**src/rtl/reqgnt_responder.sv**
```systemverilog
// Grant side of req/gnt: each req gets one gnt pulse MIN_LAT..MAX_LAT cycles later, in order.
// Latency is the per-request clamped lat_cfg. stall defers a due grant until it reaches MAX_LAT.
module reqgnt_responder #(
  parameter int MIN_LAT = 2,
  parameter int MAX_LAT = 8,
  parameter int DEPTH   = MAX_LAT,
  parameter int LAT_W   = 4
) (
  input  logic                       clk,
  input  logic                       rst_n,
  input  logic                       req,
  input  logic [LAT_W-1:0]           lat_cfg,
  input  logic                       stall,
  output logic                       gnt,
  output logic [$clog2(DEPTH+1)-1:0] outstanding,
  output logic                       overflow_err
);

  localparam int PTR_W = (DEPTH > 1) ? $clog2(DEPTH) : 1;
  localparam int CNT_W = $clog2(DEPTH + 1);

  localparam logic [LAT_W-1:0] MIN_L    = LAT_W'(MIN_LAT);
  localparam logic [LAT_W-1:0] MAX_L    = LAT_W'(MAX_LAT);
  localparam logic [PTR_W-1:0] LAST_PTR = PTR_W'(DEPTH - 1);
  localparam logic [CNT_W-1:0] FULL_CNT = CNT_W'(DEPTH);

  logic [DEPTH-1:0] ent_vld;
  logic [LAT_W-1:0] ent_age [DEPTH];
  logic [LAT_W-1:0] ent_tgt [DEPTH];
  logic [PTR_W-1:0] rd_ptr;
  logic [PTR_W-1:0] wr_ptr;

  logic             head_vld;
  logic [LAT_W-1:0] head_age;
  logic [LAT_W-1:0] head_tgt;
  logic [LAT_W-1:0] tgt_clamped;
  logic             full;
  logic             push;
  logic             pop;

  always_comb begin
    head_vld = ent_vld[rd_ptr];
    head_age = ent_age[rd_ptr];
    head_tgt = ent_tgt[rd_ptr];

    if (lat_cfg < MIN_L)      tgt_clamped = MIN_L;
    else if (lat_cfg > MAX_L) tgt_clamped = MAX_L;
    else                      tgt_clamped = lat_cfg;

    // Grant depends only on registered head state and stall, never on req.
    gnt  = head_vld && (head_age >= head_tgt) && (!stall || (head_age == MAX_L));
    pop  = gnt;
    full = (outstanding == FULL_CNT);
    push = req && (!full || pop);
  end

  always_ff @(posedge clk or negedge rst_n) begin
    if (!rst_n) begin
      ent_vld <= '0;
      for (int i = 0; i < DEPTH; i++) begin
        ent_age[i] <= '0;
        ent_tgt[i] <= '0;
      end
    end else begin
      for (int i = 0; i < DEPTH; i++) begin
        if (ent_vld[i] && !(pop && (rd_ptr == PTR_W'(i))) && (ent_age[i] != MAX_L))
          ent_age[i] <= ent_age[i] + 1'b1;
      end
      if (pop)
        ent_vld[rd_ptr] <= 1'b0;
      // When full, wr_ptr == rd_ptr; the push below deliberately overrides the pop.
      if (push) begin
        ent_vld[wr_ptr] <= 1'b1;
        ent_age[wr_ptr] <= LAT_W'(1);
        ent_tgt[wr_ptr] <= tgt_clamped;
      end
    end
  end

  always_ff @(posedge clk or negedge rst_n) begin
    if (!rst_n) begin
      rd_ptr       <= '0;
      wr_ptr       <= '0;
      outstanding  <= '0;
      overflow_err <= 1'b0;
    end else begin
      if (pop)
        rd_ptr <= (rd_ptr == LAST_PTR) ? '0 : rd_ptr + 1'b1;
      if (push)
        wr_ptr <= (wr_ptr == LAST_PTR) ? '0 : wr_ptr + 1'b1;
      outstanding <= outstanding + CNT_W'(push) - CNT_W'(pop);
      if (req && full && !pop)
        overflow_err <= 1'b1;
    end
  end

  a_gnt_needs_head: assert property (@(posedge clk) disable iff (!rst_n) gnt |-> head_vld);
  a_cnt_bound:      assert property (@(posedge clk) disable iff (!rst_n) outstanding <= FULL_CNT);
  a_cnt_matches:    assert property (@(posedge clk) disable iff (!rst_n)
                                     CNT_W'($countones(ent_vld)) == outstanding);
  a_age_bound:      assert property (@(posedge clk) disable iff (!rst_n)
                                     head_vld |-> head_age <= MAX_L);

endmodule

```
**config.mk**
```make
export PLATFORM = sky130hd
export DESIGN_NAME = reqgnt_responder
export DESIGN_NICKNAME = d
export VERILOG_FILES = /design/src/rtl/reqgnt_responder.sv
export SDC_FILE = /design/constraint.sdc
export NUM_CORES = 1
export LEC_CHECK = 0
export CAP_MARGIN = 20
export CORE_MARGIN = 8
export CORE_UTILIZATION = 60
export DETAILED_ROUTE_END_ITERATION = 6
export GPL_TIMING_DRIVEN = 1
export PLACE_DENSITY = 0.9
export SKIP_LAST_GASP = 1
export SLEW_MARGIN = 20
export SYNTH_ARGS = -nofsm -noshare
export SYNTH_HDL_FRONTEND = slang
export SYNTH_SLANG_ARGS = --single-unit
```
**constraint.sdc**
```tcl
create_clock -name clk -period 5.12 [get_ports clk]
set_input_delay 1.536 -clock clk [delete_from_list [all_inputs] [get_ports clk]]
set_output_delay 1.536 -clock clk [all_outputs]
set_load 0.005 [all_outputs]
```
* After elaboration in Yosys (flattened, before gate mapping) *
Index checks and enable logic that the tools add are counted.

operators by class
  $lt $le $gt $ge = 10
  muxes and demuxes = 30
  eq/ne operators = 18
  $add $sub $neg = 12
  bitwise gates (word level) = 8
  reduce and logical (&&, ||, !) cells = 46

operator list
  operator                                             number
  2-to-1 mux 4 bit                                     15
  adder 4 x 1 -> 4 bit, second input constant          8
  bitwise mux 32 bit                                   1
  logical AND 1 bit                                    32
  2-to-1 mux 32 bit                                    1
  inequality test 4 bit, second input constant         8
  AND 24 bit                                           1
  binary-select mux 4 bit (select 3 bit)               2
  NOT 24 bit                                           1
  2-to-1 mux 8 bit                                     2
  bitwise OR 8 bit                                     2
  equality test 3 bit, second input constant           5
  demux 4 bit (select 3 bit)                           1
  zero test 1 bit                                      11
  AND 8 bit                                            1
  equality test 4 bit, second input constant           2
  >= comparator 4 bit, second input constant           2
  < comparator 3 x 4 -> 1 bit, second input constant   2
  NOT 3 -> 4 bit                                       2
  NOT 8 bit                                            1
  adder 3 x 1 -> 3 bit, second input constant          2
  demux 1 bit (select 3 bit)                           2
  equality test 3 x 2 -> 1 bit, second input constant  2
  >= comparator 3 x 1 -> 1 bit, second input constant  2
  12 further kinds                                     16

storage, ports and cells
  flip-flop bits (word level) = 83
  input port bits = 8
  output and inout port bits = 6

* Longest topological paths before layout *
Gate-level depths: netlist of run 1.

  depth after elaboration = 14
  depth in mapped cells = 19
  mapped depth without buffers = 15

* Least setup slack after synthesis of run 1 *
OpenSTA, ideal clock, no wires.

  path type = register to output
  start = register rd_ptr[0]
  end = output port gnt
  required time = 3.584 ns
  cell stages (with the launch flop) = 13
  data arrival time = 3.208 ns
  buffers on the path = 5
  path slack = 0.376 ns
  cell sequence = dfrtp_1 buf_4 buf_4 buf_1 mux4_2 mux2i_1 ha_1 o21a_1 o32ai_1 or4_1 buf_2 buf_2 nor3_4

between the ends
  longest elaborated chain between the ends = 7

RTL lines
  what                                                              RTL line  RTL
  start, declared                                                   30        logic [PTR_W-1:0] rd_ptr;
  start signal, assigned                                            88        rd_ptr <= (rd_ptr == LAST_PTR) ? '0 : rd_ptr + 1'b1;
  NOT 3 -> 4 bit (not written as such)                              43, 44
  binary-select mux 4 bit (select 3 bit), on equally long branches  43, 44
  2-to-1 mux 4 bit, on equally long branches (2 in a row)           43, 44
  >= comparator 4 bit or equality test 4 bit (tied branches)        51        gnt = head_vld && (head_age >= head_tgt) && (!stall || (head_age == MAX_L));
  logical AND 1 bit or logical OR 1 bit (tied branches)             51
  logical AND 1 bit *                                               51
  end, declared                                                     14        output logic gnt,

Every way passes the cells marked *; elsewhere a longest branch is shown, timed or not. The select of a mux whose other input is x is not followed.

* Final worst setup path of run 1 *
Ends and elaborated chain as after synthesis.

==> results of run 1 <==
==> Yosys cell counts (8+ instances only) <==
cell type	n	share of area, %
nor2_1	17	1.3
nand3_1	27	2.7
inv_1	39	2.9
mux4_2	17	7.6
o21ai_0	15	1.5
mux2_1	21	4.7
a21oi_1	20	2.0
ha_1	33	8.2
a21o_1	9	1.3
mux2_2	17	3.8
nand2_1	19	1.4
mux2i_1	8	1.6
dfrtp_1	83	41
==> routing by layer <==
layer | vias up | global-route usage (%) | share of wire (%)
li1 | 1657 | - | -
met4 | 0 | 10.1 | 2.8
met3 | 26 | 3.95 | 5.0
met5 | - | 0 | 0
met1 | 1893 | 26.2 | 41
met2 | 121 | 34.1 | 51
==> state kept, by name, summed over array words and instances (netlist names) <==
register,cells
ent_age,32
ent_tgt,32
ent_vld,8
outstanding,4
overflow_err,1
rd_ptr,3
wr_ptr,3
==> critical path: stages (launching register included) <==
cell             delay [ns]
dfrtp_1                0.40
buf_8                  0.19
mux4_2                 0.55
mux2i_4                0.21
inv_1                  0.08
ha_1                   0.28
o21a_1                 0.11
o32ai_1                0.09
or4_1                  0.49
nor3_4                 0.18
clkdlybuf4s50_1        0.54
==> power groups by stage <==
stage	combinational, W	clock (W)	sequential [W]
2_1_floorplan	0.00159	0	0.00119
3_3_place_gp	0.00192	0	0.00127
3_5_place_dp	0.00203	0	0.00130
4_1_cts	0.00205	0.000434	0.00129
5_1_grt	0.00235	0.000461	0.00135
6_report	0.00211	0.000430	0.00131
==> how the worst max path moves through the flow <==
| stage | slack [ns] | end | start |
|---|---|---|---|
| after floorplan | 0.38 | gnt | rd_ptr[0] |
| after global placement | 0.47 | gnt | rd_ptr[0] |
| after detailed placement | 0.40 | gnt | rd_ptr[0] |
| after CTS | 0.03 | gnt | rd_ptr[0] |
| after global routing | -0.03 | gnt | rd_ptr[0] |
| final | 0.12 | gnt | rd_ptr[0] |
==> what timing repair did <==
item                                    in CTS  in global routing
setup buffers                                0                  0
endpoints found under the hold margin        0                  0
hold buffers                                 0                  0
endpoints found under the setup margin       1                  1
gates resized for setup                      1                  6
==> layout make-up <==
cell class              count  area (sq um)
multi-input cells         305          2740
fillers                   607          2690
flip-flops and latches     83          2080
repair buffers             23           218
inverters                  40           150
well taps                 105           131
clock buffers               9           124
clock inverters             7          51.3
==> per-stage QoR <==
stage	util, %	hold WS [ns]	setup WS (ns)
final	67.1	0.469	0.117
after global routing	67.1	0.477	-0.0293
after CTS	66.8	0.469	0.0297
after detailed placement	64.6	0.446	0.404
after global placement	64.6	0.443	0.469
after floorplan	-	0.451	0.376
==> logic make-up after synthesis <==
| group | count (synthesis) | share of synthesized area (%) |
|---|---|---|
| simple gates | 124 | 15.3 |
| flops | 83 | 41.2 |
| compound gates | 78 | 11.3 |
| mux | 63 | 17.7 |
| buf+inv | 56 | 4.98 |
| fa+ha+maj | 34 | 8.58 |
| xor+xnor | 6 | 1.04 |
==> summary.md, run 1 <==
| Metric | Value |
|---|---|
| Fin area | `5490 sq um` |
| DRT iter0 DRCs | `279` |
| Clock Tree Root | `clkbuf_8` |
| Post-route minimum period | `5.00 ns` |
| Clock share of power | `11.2%` |
| 1st-pass router iterations | `5` |
| Grt total ovfl | `0` |
| Logic gate share of total power | `54.9%` |
| Sequential element share of the synthesized area | `41.2%` |
| Flop2flop setup slack | `0.73 ns` |
| Status | `completed` |
| Final ANT Viol Nets | `0` |
| EDFF count, synth | `0` |
| Post-synth ARST share | `100%` |
| Worst path arrival time | `3.47 ns` |
| Fin. max-slew vios | `0` |
| CP endpoint kind | `output port` |
| Finished Layout Cells | `572` |
| R2R Path Start | `rd_ptr[0]` |
| Vias per Instance | `6.46` |
| First-pass GRT wire length | `19.0 mm` |
| Critical path class | `flip-flop to output port` |
| Clock slew at reported path FFs | `0.08 ns` |
| PwrDens | `701 nW/um^2` |
| Layout cells sized above 1 | `16.7%` |
| Maximum vdd ir drop | `0.000418 V` |
| Hold Path End | `overflow_err` |
| Syn_area_per_cell | `11.4 sq um` |
| Reg2reg path depth | `17` |
| Max H-tree Level | `3` |
| Min-delay src | `overflow_err` |
| Synthesized area | `5050 sq um` |
| Via count | `3697` |
| Std cell rows | `33` |
| DPL Wire Length | `8.18 mm` |
| Switch Pwr | `0.00171 W` |
| Synthesis Warnings | `0` |
| Initial antenna violation count | `0` |
| Final hold vios | `0` |
| Net count, final | `504` |
| Hold depth | `1` |
| Dpl cell area | `5280 sq um` |
| Die area | `11600 sq um` |
| Leak | `2.43 nW` |
| Netlist cell types | `51` |
| Post-Place Cells | `556` |
| Commonest non-fill, non-tap cells in the layout | `dfrtp_1 (83), inv_1 (39), ha_1 (33), nand3_1 (27), mux2_1 (21)` |
| P&R area growth vs syn | `8.75%` |
| DR DRC count | `0` |
| Tightest Hold Check Type | `flip-flop to flip-flop` |
| CTS tree | `done` |
| Rel. slew slack | `38.8%` |
| Int Pwr | `0.00214 W` |
| Largest net degree at the start of global routing | `84` |
| Vias in the first global route | `3769` |
| FF+latch count, synth | `83` |
| Core ar. | `8180 sq um` |
| Routability cong. | `0.925` |
| Final Total Pwr | `0.00385 W` |
| Die height | `108 microns` |
| Worst Setup Start Kind | `flip-flop` |
| CTS max path bufs | `2` |
| Worst Path Max Fanout | `18` |
| Initial Util | `61.7%` |
| Flop pwr share | `34.0%` |
| Post-synth top flop | `dfrtp_1` |
| ANT cells | `0` |
| DR WL/cell | `19.9 microns` |
| Setup_tns | `0 ns` |
| Switching Share | `44.4%` |
| Die Span X | `108 microns` |
| Synth Instances | `444` |
| Worst EP required | `3.58 ns` |
| Max-cap violations | `0` |
| Num Clock Sinks | `83` |
| Insertion delay to the later sink of the worst-skew pair | `0.36 ns` |
| I/O pins | `14` |
| RR Endpoint | `outstanding[2]` |
| Syn nets | `486` |
| Worst Skew | `0.00845 ns` |
| PortBufs | `13` |
| Slew @ Worst Pin | `0.917 ns` |
| Fin crit share | `97.7%` |
| Commonest non-fill, non-tap cell in the layout | `dfrtp_1` |
| Final wirelength | `11.4 mm` |
| GR Util All Layers | `20.9%` |
| Setup violators final | `0` |
| TritonCTS buffer count | `9` |
| Maximum clock rate | `200 MHz` |
(Power assumes the default switching activity.)
==> inputs of run 2 (changes only) <==
--- a/config.mk
+++ b/config.mk
@@ -5,12 +5,13 @@
 export SDC_FILE = /design/constraint.sdc
 export NUM_CORES = 1
 export LEC_CHECK = 0
+export ABC_CLOCK_PERIOD_IN_PS = 5120
 export CAP_MARGIN = 20
 export CORE_MARGIN = 8
 export CORE_UTILIZATION = 60
 export DETAILED_ROUTE_END_ITERATION = 6
 export GPL_TIMING_DRIVEN = 1
-export PLACE_DENSITY = 0.9
+export PLACE_DENSITY = 0.82
 export SKIP_LAST_GASP = 1
 export SLEW_MARGIN = 20
 export SYNTH_ARGS = -nofsm -noshare
==> summary.md, run 2 (synthesis gave the netlist of run 1 again) <==
| Metric | Value |
|---|---|
| Routability cong. | `0.939 (+1.5%)` |
| Fin area | `5560 sq um (+1.3%)` |
| Insertion delay to the later sink of the worst-skew pair | `0.36 ns (about the same)` |
| Final Total Pwr | `0.00397 W (+3.0%)` |
| First-pass GRT wire length | `18.5 mm (-3.0%)` |
| Register area | `2080 sq um (about the same)` |
| Crit-path cells | `buf_12 -> mux4_2 -> mux2_2 -> inv_1 -> ha_1 -> nand2b_1 -> a2111oi_1 -> or4_1 -> nor3_4 -> dlymetal6s2s_1` |
| Slowest CP cell | `mux4_2` |
| PortBufs | `13 (unchanged)` |
| CTS max path bufs | `2 (unchanged)` |
| Fin crit share | `92.1% (-5.6 points)` |
| PwrDens | `714 nW/um^2 (+1.8%)` |
| Leak | `2.47 nW (+1.6%)` |
| Fin. max-slew vios | `0 (unchanged)` |
| Commonest non-fill, non-tap cells in the layout | `dfrtp_1 (82), inv_1 (39), ha_1 (33), nand3_1 (27), mux2_1 (21)` |
| Worst Setup Start Kind | `flip-flop` |
| Die Span X | `108 microns (unchanged)` |
| TritonCTS buffer count | `9 (unchanged)` |
| Post-route minimum period | `4.72 ns (-0.287 ns)` |
| Maximum clock rate | `212 MHz (+6.1%)` |
| Net count, final | `504 (unchanged)` |
| Filler cells | `610 (+0.49%)` |
| Maximum vdd ir drop | `0.000406 V (-2.8%)` |
| Grt total ovfl | `0 (unchanged)` |
| Slowest stage delay, CP | `0.51 ns (-0.04 ns)` |
| Min-delay src | `overflow_err` |
| 1st-pass router iterations | `4 (-1)` |
| Worst path arrival time | `3.18 ns (-0.29 ns)` |
| RSZ-0062 raised after global routing | `no` |
| Die area | `11600 sq um (unchanged)` |
| Initial antenna violation count | `0 (unchanged)` |
| Tightest Hold Check Type | `flip-flop to flip-flop` |
| Reg2reg path depth | `16 (-1)` |
| Clock slew at reported path FFs | `0.09 ns (about the same)` |
| Largest regs | `ent_age (32), ent_tgt (32), ent_vld (8)` |
| DPL Wire Length | `7.95 mm (-2.8%)` |
| Core ar. | `8180 sq um (unchanged)` |
| Commonest non-fill, non-tap cell in the layout | `dfrtp_1` |
| Dpl cell area | `5280 sq um (about the same)` |
| Max H-tree Level | `3 (unchanged)` |
| Clock Tree Root | `clkbuf_8` |
| DR DRC count | `0 (unchanged)` |
| CTS tree | `done` |
| Layout cells sized above 1 | `16.7% (unchanged)` |
| Vias in the first global route | `3649 (-3.2%)` |
| Slew @ Worst Pin | `0.980 ns (+0.0628 ns)` |
| Worst EP required | `3.58 ns (about the same)` |
| Initial Util | `61.7% (unchanged)` |
| ANT cells | `0 (unchanged)` |
| Max-cap violations | `0 (unchanged)` |
| Rel. slew slack | `34.6% (-4.2 points)` |
| Crit path from | `rd_ptr[0]` |
| Setup violators final | `0 (unchanged)` |
| Largest net degree at the start of global routing | `84 (unchanged)` |
| Final wirelength | `11.3 mm (-0.36%)` |
| RR Endpoint | `outstanding[2]` |
| Final hold vios | `0 (unchanged)` |
| Std cell rows | `33 (unchanged)` |
| Critical path class | `flip-flop to output port` |
| Die height | `108 microns (unchanged)` |
| Final ANT Viol Nets | `0 (unchanged)` |
| Flop2flop setup slack | `0.67 ns (-0.06 ns)` |
| DRT iter0 DRCs | `292 (+4.7%)` |
| R2R Path Start | `rd_ptr[0]` |
| P&R area growth vs syn | `10.1%` |
| I/O pins | `14 (unchanged)` |
| Worst Path Max Fanout | `14 (-4)` |
| Worst Skew | `0.0116 ns (+0.00315 ns)` |
| Num Clock Sinks | `83 (unchanged)` |
| Area of the multi-input gates | `2730 sq um (-0.18%)` |
| Crit path to | `gnt` |
| Via count | `3680 (-0.46%)` |
| GR Util All Layers | `20.2% (-0.73 points)` |
| DR WL/cell | `19.8 microns (-0.36%)` |
| CP endpoint kind | `output port` |
| Setup_tns | `0 ns (unchanged)` |
| Status | `completed` |
| Cts-stage hold buffer count | `0 (unchanged)` |
| Vias per Instance | `6.43 (-0.46%)` |
run 2: worst min-delay path by stage:
stage,slack [ns],cells after the start,endpoint
3_5_place_dp,0.46,1,overflow_err
5_1_grt,0.49,1,overflow_err
4_1_cts,0.48,1,overflow_err
2_1_floorplan,0.45,1,overflow_err
3_3_place_gp,0.44,1,overflow_err
6_report,0.48,1,overflow_err
run 2: what timing repair did:
item,4_1_cts,5_1_grt
setup endpoints to repair,1,1
setup buffers,0,0
gates resized for setup,1,5
gates cloned,0,1
endpoints found under the hold margin,0,0
run 2: critical path, delay by kind of cell (launching register included):
kind / cells / cell delay [ns]
adder cells (fa/ha/maj): 1 / 0.22
multiplexers: 2 / 0.81
AND/OR/NAND/NOR: 3 / 0.45
buffers and inverters: 3 / 0.42
AO/OA/AOI/OAI: 1 / 0.49
flip-flops: 1 / 0.42
run 2: metal layers:
layer,up-vias,share of wire (%),track usage (%)
met5,-,0,0
met4,0,2.0,7.23
met3,15,5.3,4.31
met2,118,50,33.1
met1,1879,43,25.8
li1,1668,-,-
run 2: final cells by class:
type | instances | share of cell area [%]
multi-input combinational | 305 | 49.1
inverter | 40 | 2.70
tap | 105 | 2.36
clock inverter | 7 | 1.80
clock buffer | 9 | 2.23
timing repair buffer | 23 | 4.37
sequential | 83 | 37.4
run 2: stage by stage:
stage | std cells | setup WS [ns] | util [%] | hold slack [ns]
2_1_floorplan | 444 | 0.376 | - | 0.451
3_3_place_gp | 555 | 0.481 | 64.6 | 0.443
4_1_cts | 571 | 0.00402 | 67.4 | 0.485
3_5_place_dp | 555 | 0.400 | 64.6 | 0.459
5_1_grt | 572 | 0.260 | 68.0 | 0.491
6_report | 572 | 0.405 | 68.0 | 0.481
run 2: power breakdown:
group          leakage, nW  total [W]  internal, W  switching (W)
combinational         1.36    0.00213     0.000995        0.00114
sequential            1.00    0.00130     0.000976       0.000322
clock                0.102   0.000536     0.000278       0.000258
total                 2.47    0.00397      0.00225        0.00172
==> inputs of run 3 (changes only) <==
--- a/config.mk
+++ b/config.mk
@@ -7,11 +7,13 @@
 export LEC_CHECK = 0
 export ABC_CLOCK_PERIOD_IN_PS = 5120
 export CAP_MARGIN = 20
+export CELL_PAD_IN_SITES_DETAIL_PLACEMENT = 1
+export CELL_PAD_IN_SITES_GLOBAL_PLACEMENT = 1
 export CORE_MARGIN = 8
-export CORE_UTILIZATION = 60
+export CORE_UTILIZATION = 51
 export DETAILED_ROUTE_END_ITERATION = 6
 export GPL_TIMING_DRIVEN = 1
-export PLACE_DENSITY = 0.82
+export PLACE_DENSITY = 0.85
 export SKIP_LAST_GASP = 1
 export SLEW_MARGIN = 20
 export SYNTH_ARGS = -nofsm -noshare
==> summary.md, run 3 (synthesis gave the netlist of run 1 again) <==
| Metric | Value |
|---|---|
| Maximum vdd ir drop | `0.000399 V (-1.8%)` |
| GR Util All Layers | `21.6% (+1.4 points)` |
| First-pass GRT wire length | `22.2 mm (+20%)` |
| ANT cells | `0 (unchanged)` |
| Die Span X | `115 microns (+7.2%)` |
| Worst Setup Start Kind | `flip-flop` |
| CTS max path bufs | `2 (unchanged)` |
| Hold depth | `1 (unchanged)` |
| Commonest non-fill, non-tap cell in the layout | `dfrtp_1` |
| DPL Wire Length | `9.67 mm (+22%)` |
| Final ANT Viol Nets | `0 (unchanged)` |
| CP endpoint kind | `output port` |
| Max H-tree Level | `3 (unchanged)` |
| Hold Path End | `overflow_err` |
| Reg2reg path depth | `16 (unchanged)` |
| Std cell rows | `36 (+9.1%)` |
| Worst Path Max Fanout | `18 (+4)` |
| Worst Skew | `0.0109 ns (-0.000710 ns)` |
| DRT iter0 DRCs | `193 (-34%)` |
| Net count, final | `504 (unchanged)` |
| Rel. slew slack | `28.8% (-5.8 points)` |
| Setup_tns | `0 ns (unchanged)` |
| Vias in the first global route | `4087 (+12%)` |
| Tightest Hold Check Type | `flip-flop to flip-flop` |
| DR WL/cell | `22.3 microns (+13%)` |
| Grt total ovfl | `0 (unchanged)` |
| Clock slew at reported path FFs | `0.08 ns (about the same)` |
| Fin crit share | `97.9% (+5.8 points)` |
| Commonest non-fill, non-tap cells in the layout | `dfrtp_1 (83), inv_1 (39), ha_1 (33), nand3_1 (27), mux2_1 (21)` |
| 1st-pass router iterations | `4 (unchanged)` |
| RSZ-0062 raised after global routing | `no` |
| Max-cap violations | `0 (unchanged)` |
| Maximum clock rate | `200 MHz (-5.9%)` |
| PortBufs | `13 (unchanged)` |
| Vias per Instance | `6.16 (-4.3%)` |
| Cts-stage hold buffer count | `0 (unchanged)` |
| Die area | `13300 sq um (+15%)` |
| Leak | `2.44 nW (-0.85%)` |
| Clock Tree Root | `clkbuf_8` |
| I/O pins | `14 (unchanged)` |
| DR DRC count | `0 (unchanged)` |
| Critical path class | `flip-flop to output port` |
| Final wirelength | `13.4 mm (+18%)` |
| Num Clock Sinks | `83 (unchanged)` |
| Core ar. | `9680 sq um (+18%)` |
| Flop2flop setup slack | `0.72 ns (+0.05 ns)` |
| Final core utilization | `57.4% (-11 points)` |
| R2R Path Start | `rd_ptr[0]` |
| Final hold vios | `0 (unchanged)` |
| Largest net degree at the start of global routing | `84 (unchanged)` |
| CTS tree | `done` |
| Status | `completed` |
| Slew @ Worst Pin | `1.07 ns (+0.0861 ns)` |
| Die height | `115 microns (+7.2%)` |
| Initial antenna violation count | `0 (unchanged)` |
| Post-route minimum period | `5.01 ns (+0.295 ns)` |
| TritonCTS buffer count | `9 (unchanged)` |
| P&R area growth vs syn | `10.2% (about the same)` |
| Routability cong. | `0.886 (-5.6%)` |
| Worst EP required | `3.58 ns (about the same)` |
| PwrDens | `726 nW/um^2 (+1.8%)` |
| Insertion delay to the later sink of the worst-skew pair | `0.37 ns (about the same)` |
| Via count | `3695 (+0.41%)` |
| Largest regs | `ent_age (32), ent_tgt (32), ent_vld (8)` |
| Initial Util | `52.1% (-9.6 points)` |
| Fin. max-slew vios | `0 (unchanged)` |
| Layout cells sized above 1 | `16.9% (+0.21 points)` |
| Worst path arrival time | `3.47 ns (+0.29 ns)` |
| Setup violators final | `0 (unchanged)` |
| RR Endpoint | `outstanding[2]` |
| Min-delay src | `overflow_err` |
## run 3: changes by cell type in the layout (fill, tap and decap cells not counted), sizes merged
cell / change
clkdlybuf4s50: +1
bufinv: -1
buf: +1
clkinvlp: -2
clkinv: +4
clkbuf: -1
inv: -1
dlymetal6s2s: -1
## run 3: repair_timing
| item | in CTS | in global routing |
|---|---|---|
| gates cloned | 0 | 0 |
| setup buffers | 0 | 0 |
| endpoints found under the hold margin | 0 | 0 |
| gates resized for setup | 2 | 8 |
| setup endpoints to repair | 1 | 1 |
## run 3: worst max-delay path: stages, from the launching register on
cell and delay [ns]:
dfrtp_1 0.41, buf_12 0.18, mux4_2 0.53, mux2_2 0.33
ha_1 0.29, o21a_1 0.11, o32ai_1 0.09, or4_4 0.45
nor3_4 0.17, clkdlybuf4s50_1 0.54
## run 3: worst max-delay path by stage
stage | startpoint | end | slack [ns] | cells after the start
final | rd_ptr[0] | gnt | 0.11 | 9
after global routing | rd_ptr[0] | gnt | 0.03 | 9
after CTS | rd_ptr[0] | gnt | 0.04 | 9
after detailed placement | rd_ptr[0] | gnt | 0.36 | 10
after global placement | rd_ptr[0] | gnt | 0.46 | 10
after floorplan | rd_ptr[0] | gnt | 0.38 | 12
## run 3: routing by layer
layer	part of all wire (%)	GRT usage, %	vias up
met5	0	0	-
met4	2.5	9.19	0
met3	5.1	5.21	28
met2	51	36.1	96
met1	41	26.2	1910
li1	-	-	1661
## run 3: area by class of cell
class / instances / area [sq um]
Inverter: 40 / 150
Sequential cell: 83 / 2080
Clock inverter: 7 / 77.6
Multi-Input combinational cell: 305 / 2740
Clock buffer: 9 / 124
Fill cell: 987 / 4120
Tap cell: 133 / 166
Timing Repair Buffer: 23 / 226
## run 3: report_power, final
group          leakage (nW)  switching [W]  internal, W
logic                  1.34        0.00122      0.00101
registers              1.01       0.000338     0.000975
clock network        0.0998       0.000267     0.000229
## run 3: per-stage QoR
step / cell area [sq um] / total power, W / hold slack, ns / setup slack (ns) / cells
global route: 5560 / 0.00433 / 0.503 / 0.0302 / 600
detailed placement: 5310 / 0.00345 / 0.453 / 0.359 / 584
CTS: 5520 / 0.00398 / 0.477 / 0.0422 / 600
finish: 5560 / 0.00404 / 0.474 / 0.110 / 600
floorplan: 5050 / 0.00278 / 0.451 / 0.376 / 444
global placement: 5310 / 0.00324 / 0.441 / 0.463 / 584
